**src/rtl/cpu_types_pkg.sv**
```systemverilog
// Shared types for the datapath-to-memory responder.
//   word_t          : 32-bit data/address word
//   ramstate_t      : status reported by the RAM model each cycle
//   memresp_state_t : responder FSM states
//   BAD_WORD        : load value returned when a request times out
package cpu_types_pkg;

  typedef logic [31:0] word_t;

  typedef enum logic [1:0] {
    FREE   = 2'd0,
    BUSY   = 2'd1,
    ACCESS = 2'd2,
    ERROR  = 2'd3
  } ramstate_t;

  typedef enum logic [2:0] {
    IDLE   = 3'd0,
    DREQ   = 3'd1,
    IREQ   = 3'd2,
    RESP   = 3'd3,
    HALTED = 3'd4
  } memresp_state_t;

  localparam word_t BAD_WORD = 32'hBAD1_BAD1;

endpackage

```
**src/rtl/dp_mem_responder_wait_timer.sv**
```systemverilog
// wait_timer: counts RAM wait cycles for the request in flight.
//   clk     : clock, rising edge
//   rst     : synchronous active-high reset
//   clear   : zero the count (held while the responder is idle)
//   en      : count this cycle (request outstanding, RAM not ready)
//   expired : count has reached TIMEOUT
// The count saturates at TIMEOUT so it can never wrap back to zero.
module wait_timer #(
  parameter int TIMEOUT = 255
) (
  input  logic clk,
  input  logic rst,
  input  logic clear,
  input  logic en,
  output logic expired
);

  localparam int CW = (TIMEOUT < 1) ? 1 : $clog2(TIMEOUT + 1);
  localparam logic [CW-1:0] LIMIT = CW'(TIMEOUT);

  logic [CW-1:0] count;

  // NOTE: sequential state is written with non-blocking assignments so every
  // flop samples pre-edge values regardless of block evaluation order.
  always_ff @(posedge clk) begin
    if (rst || clear) begin
      count <= '0;
    end else if (en && (count != LIMIT)) begin
      count <= count + CW'(1);
    end
  end

  assign expired = (count == LIMIT);

endmodule

```
**src/rtl/dp_mem_responder.sv**
```systemverilog
// dp_mem_responder: serializes datapath fetch and load/store requests onto a
// single-port RAM with variable wait states.
//   CLK, RST            : clock and synchronous active-high reset
//   halt                : datapath halt; drains to HALTED, reported on flushed
//   imemREN, imemaddr   : instruction fetch request
//   dmemREN, dmemWEN    : data read / write request
//   dmemaddr, dmemstore : data address and store word
//   ihit, imemload      : fetch complete pulse and fetched word
//   dhit, dmemload      : data complete pulse and load word
//   flushed, err        : halt drained / a request timed out (both sticky)
//   ramREN, ramWEN      : RAM strobes (at most one high)
//   ramaddr, ramstore   : RAM address and store data
//   ramload, ramstate   : RAM read data and status
// RAM-side outputs depend only on registered state, never on datapath inputs.
module dp_mem_responder
  import cpu_types_pkg::*;
#(
  parameter int DMEM_PRIORITY = 1,
  parameter int TIMEOUT       = 255
) (
  input  logic        CLK,
  input  logic        RST,
  input  logic        halt,
  input  logic        imemREN,
  input  logic [31:0] imemaddr,
  input  logic        dmemREN,
  input  logic        dmemWEN,
  input  logic [31:0] dmemaddr,
  input  logic [31:0] dmemstore,
  output logic        ihit,
  output logic [31:0] imemload,
  output logic        dhit,
  output logic [31:0] dmemload,
  output logic        flushed,
  output logic        err,
  output logic        ramREN,
  output logic        ramWEN,
  output logic [31:0] ramaddr,
  output logic [31:0] ramstore,
  input  logic [31:0] ramload,
  input  logic [1:0]  ramstate
);

  memresp_state_t state_q, state_d;
  word_t          req_addr_q, req_store_q;
  logic           req_write_q;
  logic           resp_data_q;
  word_t          imemload_q, dmemload_q;
  logic           err_q;

  logic dreq, in_req, access, expired;

  assign dreq   = dmemREN | dmemWEN;
  assign in_req = (state_q == DREQ) || (state_q == IREQ);
  // ERROR and FREE are treated like BUSY: keep the strobe up and retry.
  assign access = (ramstate_t'(ramstate) == ACCESS);

  wait_timer #(.TIMEOUT(TIMEOUT)) u_wait_timer (
    .clk     (CLK),
    .rst     (RST),
    .clear   (state_q == IDLE),
    .en      (in_req && !access),
    .expired (expired)
  );

  // NOTE: a default assignment first means every path assigns state_d, so no
  // latch is inferred.
  always_comb begin
    state_d = state_q;
    unique case (state_q)
      IDLE: begin
        if (halt && !dreq) begin
          state_d = HALTED;
        end else if (DMEM_PRIORITY != 0) begin
          if (dreq)         state_d = DREQ;
          else if (imemREN) state_d = IREQ;
        end else begin
          if (imemREN)      state_d = IREQ;
          else if (dreq)    state_d = DREQ;
        end
      end
      // ACCESS is checked alongside expiry so a same-cycle ACCESS still wins.
      DREQ, IREQ: if (access || expired) state_d = RESP;
      RESP:       state_d = IDLE;
      HALTED:     state_d = HALTED;
      default:    state_d = IDLE;
    endcase
  end

  // NOTE: every register, including the request latches and load registers,
  // is reset so the outputs read all-zero straight after RST.
  always_ff @(posedge CLK) begin
    if (RST) begin
      state_q     <= IDLE;
      req_addr_q  <= '0;
      req_store_q <= '0;
      req_write_q <= 1'b0;
      resp_data_q <= 1'b0;
      imemload_q  <= '0;
      dmemload_q  <= '0;
      err_q       <= 1'b0;
    end else begin
      state_q <= state_d;

      if (state_q == IDLE) begin
        if (state_d == DREQ) begin
          req_addr_q  <= dmemaddr;
          req_store_q <= dmemstore;
          req_write_q <= dmemWEN;
        end else if (state_d == IREQ) begin
          req_addr_q  <= imemaddr;
          req_store_q <= '0;
          req_write_q <= 1'b0;
        end
      end

      if (in_req && (state_d == RESP)) begin
        resp_data_q <= (state_q == DREQ);
        if (!access) err_q <= 1'b1;
        if (state_q == IREQ) begin
          imemload_q <= access ? ramload : BAD_WORD;
        end else if (!req_write_q) begin
          // Stores leave dmemload holding the last load value.
          dmemload_q <= access ? ramload : BAD_WORD;
        end
      end
    end
  end

  assign ramWEN   = (state_q == DREQ) && req_write_q;
  assign ramREN   = in_req && !ramWEN;
  assign ramaddr  = in_req ? req_addr_q  : '0;
  assign ramstore = in_req ? req_store_q : '0;

  assign ihit     = (state_q == RESP) && !resp_data_q;
  assign dhit     = (state_q == RESP) &&  resp_data_q;
  assign imemload = imemload_q;
  assign dmemload = dmemload_q;
  assign flushed  = (state_q == HALTED);
  assign err      = err_q;

endmodule

```
**config.mk**
```make
export PLATFORM = sky130hd
export DESIGN_NAME = dp_mem_responder
export DESIGN_NICKNAME = d
export VERILOG_FILES = /design/src/rtl/cpu_types_pkg.sv /design/src/rtl/dp_mem_responder_wait_timer.sv /design/src/rtl/dp_mem_responder.sv
export SDC_FILE = /design/constraint.sdc
export NUM_CORES = 1
export LEC_CHECK = 0
export ABC_CLOCK_PERIOD_IN_PS = 3120
export CAP_MARGIN = 20
export CORE_UTILIZATION = 45
export CTS_CLUSTER_SIZE = 40
export DETAILED_ROUTE_END_ITERATION = 10
export HOLD_SLACK_MARGIN = 0.05
export PLACE_DENSITY = 0.84
export SLEW_MARGIN = 20
export SYNTH_ARGS = -nofsm -noshare
export SYNTH_HDL_FRONTEND = slang
export SYNTH_SLANG_ARGS = --single-unit
```
**constraint.sdc**
```tcl
create_clock -name CLK -period 3.12 [get_ports CLK]
set_clock_uncertainty 0.1 [all_clocks]
set_input_delay 0.624 -clock CLK [delete_from_list [all_inputs] [get_ports CLK]]
set_output_delay 0.624 -clock CLK [all_outputs]
set_load 0.005 [all_outputs]
```
==> results_tabular.tex, run 1 <==
\begin{tabular}{lr}
\hline
Metric & Value \\
\hline
\multicolumn{2}{l}{\textbf{Min path}} \\
\quad Path category of the worst min-delay check & primary input to flop \\
\quad Min-Delay Startpoint & RST \\
\quad Number of cells on the worst hold path & 2 \\
\multicolumn{2}{l}{\textbf{STA}} \\
\quad Final-layout setup total negative slack & 0 ns \\
\quad Final critical delay including setup and external delays & 2.971 ns \\
\quad Final setup violating endpoints & 0 \\
\quad Worst-Margin Slew & 0.7656 ns \\
\quad Unrepaired setup endpoints after global routing & false \\
\quad Peak clock frequency supported by timing & 0.3365 GHz \\
\quad Worst hold slack & 0.3497 ns \\
\quad Tcrit/Tclk final & 95.24\% \\
\quad Worst slew margin relative to its limit & 48.90\% \\
\quad Total count of max-transition violations in the final report & 0 \\
\quad Number of hold violations in the final report & 0 \\
\multicolumn{2}{l}{\textbf{CTS}} \\
\quad Clk slew on worst S/H paths & 0.06 ns \\
\quad Cts repair resizes & 0 \\
\quad TritonCTS clock tree & yes \\
\quad Clk root buf & clkbuf\_16 \\
\quad Buffers inserted by post-CTS timing repair & 0 \\
\quad Skew-Pair Late Insertion Delay & 0.42 ns \\
\quad TritonCTS sink count & 142 \\
\quad Clock tree buffer depth & 2 \\
\quad Maximum level of the CTS H-tree & 4 \\
\quad Cts bufs inserted & 17 \\
\quad Total of hold buffers inserted after clock tree synthesis & 0 \\
\multicolumn{2}{l}{\textbf{Synthesis}} \\
\quad Flops \& latches, synth & 142 \\
\quad Post-synthesis sequential area ratio & 43.57\% \\
\quad Library cells used by synthesis & 42 \\
\quad Total number of yosys warnings & 0 \\
\quad Mean Syn Cell Area & 8.620 sq um \\
\quad Mapped Cells & 757 \\
\quad Most used flip-flop cell after synthesis & dfxtp\_1 \\
\quad Share of synthesized flip-flops with an asynchronous set or reset & 0\% \\
\quad Number of nets in the synthesized netlist & 894 \\
\quad Count of flip-flops with a built-in enable after synthesis & 0 \\
\quad Top cell type by total area after synthesis & dfxtp\_1 \\
\quad Most area-consuming cells after synthesis & dfxtp\_1, nor2\_1, o221a\_2, mux2\_2, o32ai\_1 \\
\quad Syn Std Cell Area & 0.006525 sq mm \\
\quad Top-area cell type share of the netlist area & 43.57\% \\
\multicolumn{2}{l}{\textbf{Final layout}} \\
\quad Area of all placed cells without fillers & 0.009933 sq mm \\
\quad Post-layout net count & 1128 \\
\quad Layout overhead on the synthesized area & 52.23\% \\
\quad Fraction of final layout cells with drive strength greater than 1 & 12.45\% \\
\quad Final cell utilization of the core & 71.01\% \\
\quad Filler-free cell count of the finished design & 1184 \\
\quad Antenna Diode Count & 0 \\
\multicolumn{2}{l}{\textbf{Outcome}} \\
\quad Status & complete, no violations \\
\multicolumn{2}{l}{\textbf{Routing}} \\
\quad Via-to-Cell Ratio & 5.299 \\
\quad Number of nets with antenna violations after detailed routing & 0 \\
\quad First-pass iteration count of the detailed router & 5 \\
\quad Detailed-route wire length & 18960 um \\
\quad WL per Instance & 16.02 um \\
\quad Iteration-0 DRC count of the detailed router & 444 \\
\quad Routed via count & 6274 \\
\quad Drc violations & 0 \\
\multicolumn{2}{l}{\textbf{Pwr}} \\
\quad Static Leakage & 3.503 nW \\
\quad Power density over the cells & 587.5 mW/mm\^{}2 \\
\quad Peak ir drop on the vdd network & 463.0 uV \\
\multicolumn{2}{l}{\textbf{GRT}} \\
\quad Global-route wire length before repair & 29240 um \\
\quad Maximum number of pins on one net before global-route repair & 106 \\
\quad Vias in the first global route & 5939 \\
\quad Initial antenna violation count & 0 \\
\quad All-layer global routing usage & 24.97\% \\
\quad Remaining global-route overflow & 0 \\
\multicolumn{2}{l}{\textbf{Critical path}} \\
\quad Origin of the critical flop-to-flop path & state\_q[2] \\
\quad Top fanout value on the critical path & 39 \\
\quad Number of cells traversed by the worst register-to-register path & 7 \\
\quad Startpoint Class & flop \\
\quad Required time of the critical path & 2.40 ns \\
\quad Startpoint of the most critical setup path & state\_q[0] \\
\quad Arr. time, crit path & 2.25 ns \\
\quad Kind of capture point of the worst setup path & output pin \\
\quad Setup CP Type & flop to output pin \\
\multicolumn{2}{l}{\textbf{Place}} \\
\quad HPWL Detailed & 12930 um \\
\quad Port bufs & 269 \\
\quad Post-DP Area & 0.009324 sq mm \\
\quad Total instance count after detailed placement & 1152 \\
\quad Global placement routability congestion & 0.8604 \\
\multicolumn{2}{l}{\textbf{Die}} \\
\quad Total number of placement rows & 43 \\
\quad Ports & 270 \\
\quad Die extent in x & 122.4 um \\
\quad Placeable Area & 0.01399 sq mm \\
\quad Total Die Area & 0.01499 sq mm \\
\quad Starting utilization of the core area & 46.65\% \\
\quad Die boundary height & 122.4 um \\
\multicolumn{2}{l}{\textbf{Flow run}} \\
\quad Max capacitance violation total & 0 \\
\hline
\end{tabular}
-- cell usage after synthesis (18+ instances only) --
master and count:
a211oi_1 36, a21oi_1 19, a31oi_1 19, and2_1 35
clkbuf_1 46, dfxtp_1 142, inv_1 34, mux2_2 32
nand2_1 52, nand2b_1 19, nand3_1 18, nor2_1 147
o221a_2 33, o32ai_1 33
-- power breakdown --
part	switching, mW	internal, mW
clock	0.762	1.28
combinational	0.772	0.871
sequential	0.115	2.04
-- kinds of logic after synthesis --
family          Yosys count  share of synthesized area, %
flops                   142                         43.57
compound gates          153                         19.33
xor+xnor                  7                        0.9396
simple gates            302                         21.21
fa+ha+maj                 1                        0.1917
buf+inv                 106                         7.095
mux                      46                         7.670
-- final timing paths --
| path | end | slack (ns) |
|---|---|---|
| worst max-delay path | ramstore[8] | 0.15 |
| worst min-delay path | imemload[8] | 0.35 |
| worst max register to register | dmemload[10] | 0.56 |
| worst min register to register | imemload[1] | 0.35 |
-- flip-flops by register name, indices dropped and copies added, names as in the netlist, 3 cells and up --
signal and count:
imemload 32, req_addr_q 32, state_q 3, dmemload 32, req_store_q 32, u_wait_timer.count 8
-- routing by layer --
| layer | vias up | track usage (%) | part of all wire (%) |
|---|---|---|---|
| li1 | 3123 | - | - |
| met1 | 2882 | 30.05 | 42 |
| met2 | 233 | 41.54 | 49 |
| met3 | 36 | 6.599 | 6.8 |
| met4 | 0 | 11.20 | 2.6 |
| met5 | - | 0 | 0 |
-- metrics by stage --
step	setup slack, ns	power (mW)
detailed placement	0.3201	3.831
floorplan	0.9413	3.122
finish	0.1486	5.836
global placement	0.3729	3.798
CTS	0.07718	5.873
global route	0.02494	6.111
-- placed cells by master (no fill, tap or decap), types with 14 or more instances in the layout --
cell,n
a21oi_1,18
nand2_1,52
o32ai_1,33
dfxtp_1,141
mux2_2,32
nand3b_1,14
inv_1,34
and2_1,35
clkbuf_16,17
nand3_1,18
mux2i_1,14
a31oi_1,19
o221a_2,33
nor2_1,147
nand2b_1,19
a211oi_1,36
clkdlybuf4s50_1,268
-- final cells by class --
class,instances,area [sq um]
Sequential cell,142,2844
Clock inverter,10,110.1
Fill cell,1076,4055
Multi-Input combinational cell,509,3241
Tap cell,180,225.2
Clock buffer,22,494.2
Inverter,34,127.6
Timing Repair Buffer,287,2892
-- critical path, stage by stage (launching register included) --
cell and delay, ns:
dfxtp_1 0.48, nand2b_1 0.17, a21o_1 0.20, buf_4 0.25, nor2_1 0.19, clkdlybuf4s50_1 0.53
(Power assumes the default switching activity.)
==> inputs of run 2 (changes only) <==
--- a/config.mk
+++ b/config.mk
@@ -11,8 +11,9 @@
 export CTS_CLUSTER_SIZE = 40
 export DETAILED_ROUTE_END_ITERATION = 10
 export HOLD_SLACK_MARGIN = 0.05
-export PLACE_DENSITY = 0.84
+export PLACE_DENSITY = 0.85
 export SLEW_MARGIN = 20
 export SYNTH_ARGS = -nofsm -noshare
 export SYNTH_HDL_FRONTEND = slang
+export SYNTH_HIERARCHICAL = 1
 export SYNTH_SLANG_ARGS = --single-unit
==> run 2 against run 1 <==
Via count is 1.8% lower; cell area is 2.5% lower; combinational power down 47%.
==> results_tabular.tex, run 2 <==
\begin{tabular}{lr}
\hline
Metric & Value \\
\hline
\multicolumn{2}{l}{\textbf{Outcome}} \\
\quad Status & complete, no violations \\
\multicolumn{2}{l}{\textbf{Routing}} \\
\quad Detailed-route wire length & 18790 um (-0.92\%) \\
\quad Iteration-0 DRC count of the detailed router & 548 (+23\%) \\
\quad WL per Instance & 16.32 um (+1.9\%) \\
\quad Routed via count & 6161 (-1.8\%) \\
\quad Via-to-Cell Ratio & 5.353 (+1.0\%) \\
\quad Drc violations & 0 (unchanged) \\
\quad First-pass iteration count of the detailed router & 5 (unchanged) \\
\quad Number of nets with antenna violations after detailed routing & 0 (unchanged) \\
\multicolumn{2}{l}{\textbf{Final layout}} \\
\quad Total area of sequential cells & 0.002845 sq mm (about the same) \\
\quad Post-layout net count & 1099 (-2.6\%) \\
\quad Area of all placed cells without fillers & 0.009683 sq mm (-2.5\%) \\
\quad Layout overhead on the synthesized area & 56.44\% \\
\quad Highest-count cells in the layout ignoring fill and taps & clkdlybuf4s50\_1, nor2\_1, dfxtp\_1 \\
\quad Filler cell count in the final layout & 994 (-7.6\%) \\
\quad Fraction of final layout cells with drive strength greater than 1 & 8.513\% (-3.9 points) \\
\quad Leading cell type in the layout, fill and taps excluded & clkdlybuf4s50\_1 \\
\quad Antenna Diode Count & 0 (unchanged) \\
\quad Filler-free cell count of the finished design & 1151 (-2.8\%) \\
\quad Area of the multi-input gates & 0.003057 sq mm (-5.7\%) \\
\multicolumn{2}{l}{\textbf{Critical path}} \\
\quad Origin of the critical flop-to-flop path & u\_wait\_timer/count[0] \\
\quad Family with the most delay on the worst path & buffers and inverters \\
\quad Kind of capture point of the worst setup path & output pin \\
\quad CP max stage delay & 0.51 ns (-0.02 ns) \\
\quad Setup CP Type & flop to output pin \\
\quad Number of buffer and inverter stages on the critical path & 2 (unchanged) \\
\quad Required time of the critical path & 2.40 ns (about the same) \\
\quad Cell type of the slowest stage on the worst timing path & clkdlybuf4s50\_1 \\
\quad Top fanout value on the critical path & 36 (-7.7\%) \\
\quad Startpoint of the most critical setup path & state\_q[0] \\
\quad Arr. time, crit path & 2.16 ns (-0.09 ns) \\
\quad Chain of cells forming the critical path & nand2b\_4, a21oi\_4, buf\_6, and2\_1, clkdlybuf4s50\_1 \\
\quad Startpoint Class & flop \\
\multicolumn{2}{l}{\textbf{Synthesis}} \\
\quad Top-area cell type share of the netlist area & 45.93\% (+2.4 points) \\
\quad Top cell type by total area after synthesis & dfxtp\_1 \\
\quad Syn Std Cell Area & 0.006190 sq mm (-5.1\%) \\
\quad Number of nets in the synthesized netlist & 858 (-4.0\%) \\
\quad Total number of yosys warnings & 6 (+6) \\
\quad Mean Syn Cell Area & 8.585 sq um (-0.40\%) \\
\quad Mapped Cells & 721 (-4.8\%) \\
\quad Library cells used by synthesis & 49 (+17\%) \\
\quad Most used flip-flop cell after synthesis & dfxtp\_1 \\
\quad Most frequent cells after synthesis & dfxtp\_1, nor2\_1, and2\_1 \\
\quad Count of flip-flops with a built-in enable after synthesis & 0 (unchanged) \\
\quad Most area-consuming cells after synthesis & dfxtp\_1, nor2\_1, and2\_1, a211oi\_1, a21oi\_1 \\
\quad Cell with the most instances after synthesis & dfxtp\_1 \\
\quad Post-synthesis sequential area ratio & 45.93\% (+2.4 points) \\
\quad Share of synthesized flip-flops with an asynchronous set or reset & 0\% (unchanged) \\
\quad Flops \& latches, synth & 142 (unchanged) \\
\multicolumn{2}{l}{\textbf{GRT}} \\
\quad Remaining global-route overflow & 0 (unchanged) \\
\quad Initial antenna violation count & 0 (unchanged) \\
\quad All-layer global routing usage & 26.59\% (+1.6 points) \\
\quad Maximum number of pins on one net before global-route repair & 66 (-38\%) \\
\quad Global-route wire length before repair & 30170 um (+3.2\%) \\
\quad Vias in the first global route & 5922 (-0.29\%) \\
\multicolumn{2}{l}{\textbf{Place}} \\
\quad Global placement routability congestion & 0.8400 (-2.4\%) \\
\quad HPWL Detailed & 12820 um (-0.81\%) \\
\quad Post-DP Area & 0.009009 sq mm (-3.4\%) \\
\quad Port bufs & 269 (unchanged) \\
\quad Total instance count after detailed placement & 1119 (-2.9\%) \\
\multicolumn{2}{l}{\textbf{Pwr}} \\
\quad Power, Total & 5.126 mW (-12\%) \\
\quad Peak ir drop on the vdd network & 377.4 uV (-18\%) \\
\quad Power density over the cells & 529.3 mW/mm\^{}2 (-9.9\%) \\
\quad Static Leakage & 3.434 nW (-2.0\%) \\
\multicolumn{2}{l}{\textbf{STA}} \\
\quad Final-layout setup total negative slack & 0 ns (unchanged) \\
\quad Unrepaired setup endpoints after global routing & false \\
\quad Final setup violating endpoints & 0 (unchanged) \\
\quad Final critical delay including setup and external delays & 2.882 ns (-0.08919 ns) \\
\quad Worst-Margin Slew & 0.9909 ns (+0.2252 ns) \\
\quad Total count of max-transition violations in the final report & 0 (unchanged) \\
\quad Number of hold violations in the final report & 0 (unchanged) \\
\quad Worst slew margin relative to its limit & 33.45\% (-15 points) \\
\quad Worst hold slack & 0.3543 ns (+0.004589 ns) \\
\quad Tcrit/Tclk final & 92.38\% (-2.9 points) \\
\quad Peak clock frequency supported by timing & 0.3470 GHz (+3.1\%) \\
\multicolumn{2}{l}{\textbf{Die}} \\
\quad Die extent in x & 119.3 um (-2.6\%) \\
\quad Die boundary height & 119.3 um (-2.6\%) \\
\quad Starting utilization of the core area & 46.37\% (-0.27 points) \\
\quad Total Die Area & 0.01423 sq mm (-5.1\%) \\
\quad Total number of placement rows & 42 (-2.3\%) \\
\quad Placeable Area & 0.01335 sq mm (-4.6\%) \\
\quad Ports & 270 (unchanged) \\
\multicolumn{2}{l}{\textbf{CTS}} \\
\quad Clock tree buffer depth & 2 (unchanged) \\
\quad Total of hold buffers inserted after clock tree synthesis & 0 (unchanged) \\
\quad TritonCTS clock tree & yes \\
\quad Maximum level of the CTS H-tree & 4 (unchanged) \\
\quad TritonCTS sink count & 142 (unchanged) \\
\quad Skew-Pair Late Insertion Delay & 0.41 ns (about the same) \\
\quad Clk slew on worst S/H paths & 0.06 ns (about the same) \\
\quad Clk root buf & clkbuf\_16 \\
\quad Cts bufs inserted & 17 (unchanged) \\
\multicolumn{2}{l}{\textbf{Min path}} \\
\quad Path category of the worst min-delay check & flop to flop \\
\quad Min-Delay Startpoint & dmemload[18] \\
\multicolumn{2}{l}{\textbf{Flow run}} \\
\quad Max capacitance violation total & 0 (unchanged) \\
\hline
\end{tabular}
==> run 2: timing repair <==
action	4_1_cts	5_1_grt
setup endpoints to repair	40	64
buffers inserted	0	0
resized for setup	2	3
pin swaps	0	0
==> run 2: cell families after synthesis <==
kind of cell / Yosys count / synth area share [%]
AND/OR/NAND/NOR: 281 / 21.75
AO/OA/AOI/OAI: 210 / 24.08
flip-flops: 142 / 45.93
buffers and inverters: 70 / 5.296
multiplexers: 17 / 2.749
adder cells (fa/ha/maj): 1 / 0.2021
==> run 2: power breakdown <==
part,switching [mW],internal [mW]
Combinational,0.403,0.470
Clock,0.820,1.43
Sequential,0.0711,1.93
Total,1.29,3.83
==> run 2: cell type report <==
cell class | instances | area share, %
multi-input combinational | 509 | 31.57
timing repair buffer | 287 | 29.77
sequential | 142 | 29.38
clock buffer | 17 | 4.393
clock inverter | 15 | 2.416
tap | 176 | 2.274
inverter | 5 | 0.1938
==> run 2: final timing paths <==
check / to / slack, ns / cells past startpoint
max: ramaddr[30] / 0.24 / 5
min: dmemload[18] / 0.35 / 2
max reg2reg: req_addr_q[22] / 0.57 / 8
min reg2reg: dmemload[18] / 0.35 / 2
==> run 2: stage by stage <==
step	worst slack, ns	util [%]
6_report	0.2378	72.54
5_1_grt	0.1260	72.54
4_1_cts	0.0004161	72.47
3_5_place_dp	0.3378	67.49
3_3_place_gp	0.3666	67.49
2_1_floorplan	0.7711	-
==> run 2: metal layers <==
| layer | GRT usage [%] | vias to the layer above | part of all wire [%] |
|---|---|---|---|
| li1 | - | 2993 | - |
| met1 | 32.25 | 2849 | 41 |
| met2 | 44.80 | 283 | 49 |
| met3 | 7.088 | 36 | 7.7 |
| met4 | 9.968 | 0 | 2.4 |
| met5 | 0 | - | 0 |
==> run 2: tightest hold or removal path: cells and delay by family (launching register included) <==
| kind | cells | cell delay (ns) |
|---|---|---|
| simple gates | 1 | 0.05 |
| flops | 1 | 0.31 |
| compound gates | 1 | 0.05 |
==> inputs of run 3 (changes only) <==
--- a/config.mk
+++ b/config.mk
@@ -7,11 +7,11 @@
 export LEC_CHECK = 0
 export ABC_CLOCK_PERIOD_IN_PS = 3120
 export CAP_MARGIN = 20
-export CORE_UTILIZATION = 45
+export CORE_UTILIZATION = 46
 export CTS_CLUSTER_SIZE = 40
 export DETAILED_ROUTE_END_ITERATION = 10
 export HOLD_SLACK_MARGIN = 0.05
-export PLACE_DENSITY = 0.85
+export PLACE_DENSITY = 0.86
 export SLEW_MARGIN = 20
 export SYNTH_ARGS = -nofsm -noshare
 export SYNTH_HDL_FRONTEND = slang
==> run 3 against run 2 <==
Critical path type unchanged; register-to-register slack gained 0.18 ns; worst hold slack lost 0.0017 ns; critical endpoint is now ramstore[5]; critical path depth unchanged.
==> results_tabular.tex, run 3 (synthesized netlist as in run 2, its figures left out) <==
\begin{tabular}{lr}
\hline
Metric & Value \\
\hline
\multicolumn{2}{l}{\textbf{Pwr}} \\
\quad Static Leakage & 3.377 nW (-1.7\%) \\
\quad Sequential Power Share & 43.3\% (+4.3 points) \\
\quad Power density over the cells & 484.6 mW/mm\^{}2 (-8.5\%) \\
\quad Power, Total & 4.619 mW (-9.9\%) \\
\quad Combinational share of power & 18.9\% (+1.9 points) \\
\quad Net Sw Frac & 26.26\% (+1.0 points) \\
\quad Peak ir drop on the vdd network & 363.6 uV (-3.6\%) \\
\quad Fraction of power consumed by the clock network & 37.9\% (-6.0 points) \\
\quad Internal portion of total power & 3.406 mW (-11\%) \\
\quad Switching pwr & 1.213 mW (-6.2\%) \\
\multicolumn{2}{l}{\textbf{Critical path}} \\
\quad Setup CP Type & flop to output pin \\
\quad Reg2Reg Setup Slack & 0.75 ns (+0.18 ns) \\
\quad Chain of cells forming the critical path & nand2b\_4, a21oi\_4, buf\_4, and2\_1, clkdlybuf4s50\_1 \\
\quad Top fanout value on the critical path & 21 (-42\%) \\
\quad Family with the most delay on the worst path & buffers and inverters \\
\quad CP max stage delay & 0.56 ns (+0.05 ns) \\
\quad Required time of the critical path & 2.40 ns (about the same) \\
\quad Startpoint Class & flop \\
\quad Origin of the critical flop-to-flop path & u\_wait\_timer/count[5] \\
\quad Cell type of the slowest stage on the worst timing path & dfxtp\_1 \\
\quad Arr. time, crit path & 2.22 ns (+0.06 ns) \\
\quad Reg-to-Reg End & dmemload[6] \\
\quad Number of cells traversed by the worst register-to-register path & 9 (+1) \\
\quad Kind of capture point of the worst setup path & output pin \\
\quad Number of buffer and inverter stages on the critical path & 2 (unchanged) \\
\multicolumn{2}{l}{\textbf{Routing}} \\
\quad Via-to-Cell Ratio & 5.305 (-0.89\%) \\
\quad First-pass iteration count of the detailed router & 4 (-1) \\
\quad Drc violations & 0 (unchanged) \\
\quad Number of nets with antenna violations after detailed routing & 0 (unchanged) \\
\quad Detailed-route wire length & 18180 um (-3.2\%) \\
\quad Iteration-0 DRC count of the detailed router & 352 (-36\%) \\
\quad WL per Instance & 15.84 um (-3.0\%) \\
\quad Routed via count & 6090 (-1.2\%) \\
\multicolumn{2}{l}{\textbf{Min path}} \\
\quad Number of cells on the worst hold path & 2 (unchanged) \\
\quad End point of the most critical hold path & dmemload[19] \\
\quad Path category of the worst min-delay check & flop to flop \\
\quad Min-Delay Startpoint & dmemload[19] \\
\multicolumn{2}{l}{\textbf{CTS}} \\
\quad Skew-Pair Late Insertion Delay & 0.41 ns (about the same) \\
\quad Cts bufs inserted & 17 (unchanged) \\
\quad Clock tree buffer depth & 2 (unchanged) \\
\quad TritonCTS clock tree & yes \\
\quad Cts repair resizes & 0 (-2) \\
\quad Total of hold buffers inserted after clock tree synthesis & 0 (unchanged) \\
\quad Clk root buf & clkbuf\_16 \\
\quad Maximum level of the CTS H-tree & 4 (unchanged) \\
\quad Clk slew on worst S/H paths & 0.06 ns (about the same) \\
\quad TritonCTS sink count & 142 (unchanged) \\
\quad Buffers inserted by post-CTS timing repair & 0 (unchanged) \\
\multicolumn{2}{l}{\textbf{STA}} \\
\quad Final critical delay including setup and external delays & 2.947 ns (+0.06434 ns) \\
\quad Unrepaired setup endpoints after global routing & false \\
\quad Tcrit/Tclk final & 94.44\% (+2.1 points) \\
\quad Number of hold violations in the final report & 0 (unchanged) \\
\quad Worst-Margin Slew & 0.7034 ns (-0.2874 ns) \\
\quad Total count of max-transition violations in the final report & 0 (unchanged) \\
\quad Peak clock frequency supported by timing & 0.3394 GHz (-2.2\%) \\
\quad Worst hold slack & 0.3527 ns (-0.001667 ns) \\
\quad Worst slew margin relative to its limit & 52.85\% (+19 points) \\
\quad Final-layout setup total negative slack & 0 ns (unchanged) \\
\quad Final setup violating endpoints & 0 (unchanged) \\
\quad Worst-case setup margin in the final layout & 0.1734 ns (-0.06434 ns) \\
\multicolumn{2}{l}{\textbf{Final layout}} \\
\quad Post-layout net count & 1097 (-0.18\%) \\
\quad Layout overhead on the synthesized area & 53.99\% \\
\quad Final cell utilization of the core & 72.26\% (-0.28 points) \\
\quad Filler-free cell count of the finished design & 1148 (-0.26\%) \\
\quad Leading cell type in the layout, fill and taps excluded & clkdlybuf4s50\_1 \\
\quad Filler cell count in the final layout & 991 (-0.30\%) \\
\quad Highest-count cells in the layout ignoring fill and taps & clkdlybuf4s50\_1, dfxtp\_1, nor2\_1 \\
\quad Fraction of final layout cells with drive strength greater than 1 & 7.819\% (-0.69 points) \\
\quad Antenna Diode Count & 0 (unchanged) \\
\quad Area of all placed cells without fillers & 0.009532 sq mm (-1.6\%) \\
\multicolumn{2}{l}{\textbf{Die}} \\
\quad Placeable Area & 0.01319 sq mm (-1.2\%) \\
\quad Die extent in x & 118 um (-1.1\%) \\
\quad Total number of placement rows & 42 (unchanged) \\
\quad Die boundary height & 118 um (-1.1\%) \\
\quad Total Die Area & 0.01392 sq mm (-2.1\%) \\
\quad Ports & 270 (unchanged) \\
\quad Starting utilization of the core area & 46.93\% (+0.55 points) \\
\multicolumn{2}{l}{\textbf{Place}} \\
\quad Total instance count after detailed placement & 1117 (-0.18\%) \\
\quad HPWL Detailed & 12290 um (-4.2\%) \\
\quad Global placement routability congestion & 0.8747 (+4.1\%) \\
\quad Post-DP Area & 0.009019 sq mm (+0.11\%) \\
\quad Setup Slack @ Placement & 0.4523 ns (+0.1145 ns) \\
\quad Port bufs & 269 (unchanged) \\
\multicolumn{2}{l}{\textbf{GRT}} \\
\quad Global-route wire length before repair & 29000 um (-3.9\%) \\
\quad Initial antenna violation count & 0 (unchanged) \\
\quad Remaining global-route overflow & 0 (unchanged) \\
\quad All-layer global routing usage & 26.27\% (-0.32 points) \\
\quad Vias in the first global route & 5774 (-2.5\%) \\
\quad Maximum number of pins on one net before global-route repair & 60 (-9.1\%) \\
\multicolumn{2}{l}{\textbf{Flow run}} \\
\quad Max capacitance violation total & 0 (unchanged) \\
\multicolumn{2}{l}{\textbf{Outcome}} \\
\quad Status & complete, no violations \\
\hline
\end{tabular}
[run 3: cell types whose count changed in the layout (fill, tap and decap cells not counted), sizes merged]
cell	previous run	this run
clkinvlp	3	0
buf	19	17
inv	9	6
bufinv	5	0
clkbuf	17	20
clkinv	3	10
[run 3: worst max path at each step]
stage	start	endpoint	slack, ns	depth (start not counted)
3_3_place_gp	ramstate[0]	u_wait_timer/count[6]	0.51	6
2_1_floorplan	u_wait_timer/count[5]	dmemload[13]	0.77	8
3_5_place_dp	ramstate[0]	dmemload[6]	0.45	6
4_1_cts	state_q[0]	ramaddr[16]	0.05	5
5_1_grt	state_q[1]	ramstore[29]	0.03	5
6_report	state_q[1]	ramstore[5]	0.17	5
[run 3: metal layers]
metal  track usage (%)  up-vias  part of all wire (%)
li1                  -     2985                     -
met4             11.62        0                   2.7
met2             44.56      239                    49
met1             30.43     2829                    41
met3             7.897       37                   7.2
met5                 0        -                     0
[run 3: power groups by stage]
stage	Sequential (mW)	Combinational [mW]	Clock, mW
2_1_floorplan	2.01	0.451	0
5_1_grt	2.01	0.955	1.86
6_report	2.00	0.871	1.75
4_1_cts	2.00	0.876	1.79
3_5_place_dp	2.03	0.870	0
3_3_place_gp	2.03	0.859	0
[run 3: tightest hold or removal path: stages, from the launching register on]
cell	delay, ns
dfxtp_1	0.31
nand2_1	0.05
a21oi_1	0.05
[run 3: area by class of cell]
cell class | instances | area, sq um | area share, %
Multi-Input combinational cell | 509 | 3057 | 32.07
Timing Repair Buffer | 285 | 2885 | 30.27
Sequential cell | 142 | 2844 | 29.84
Clock buffer | 20 | 436.7 | 4.581
Tap cell | 176 | 220.2 | 2.310
Clock inverter | 11 | 70.07 | 0.7351
Inverter | 5 | 18.77 | 0.1969
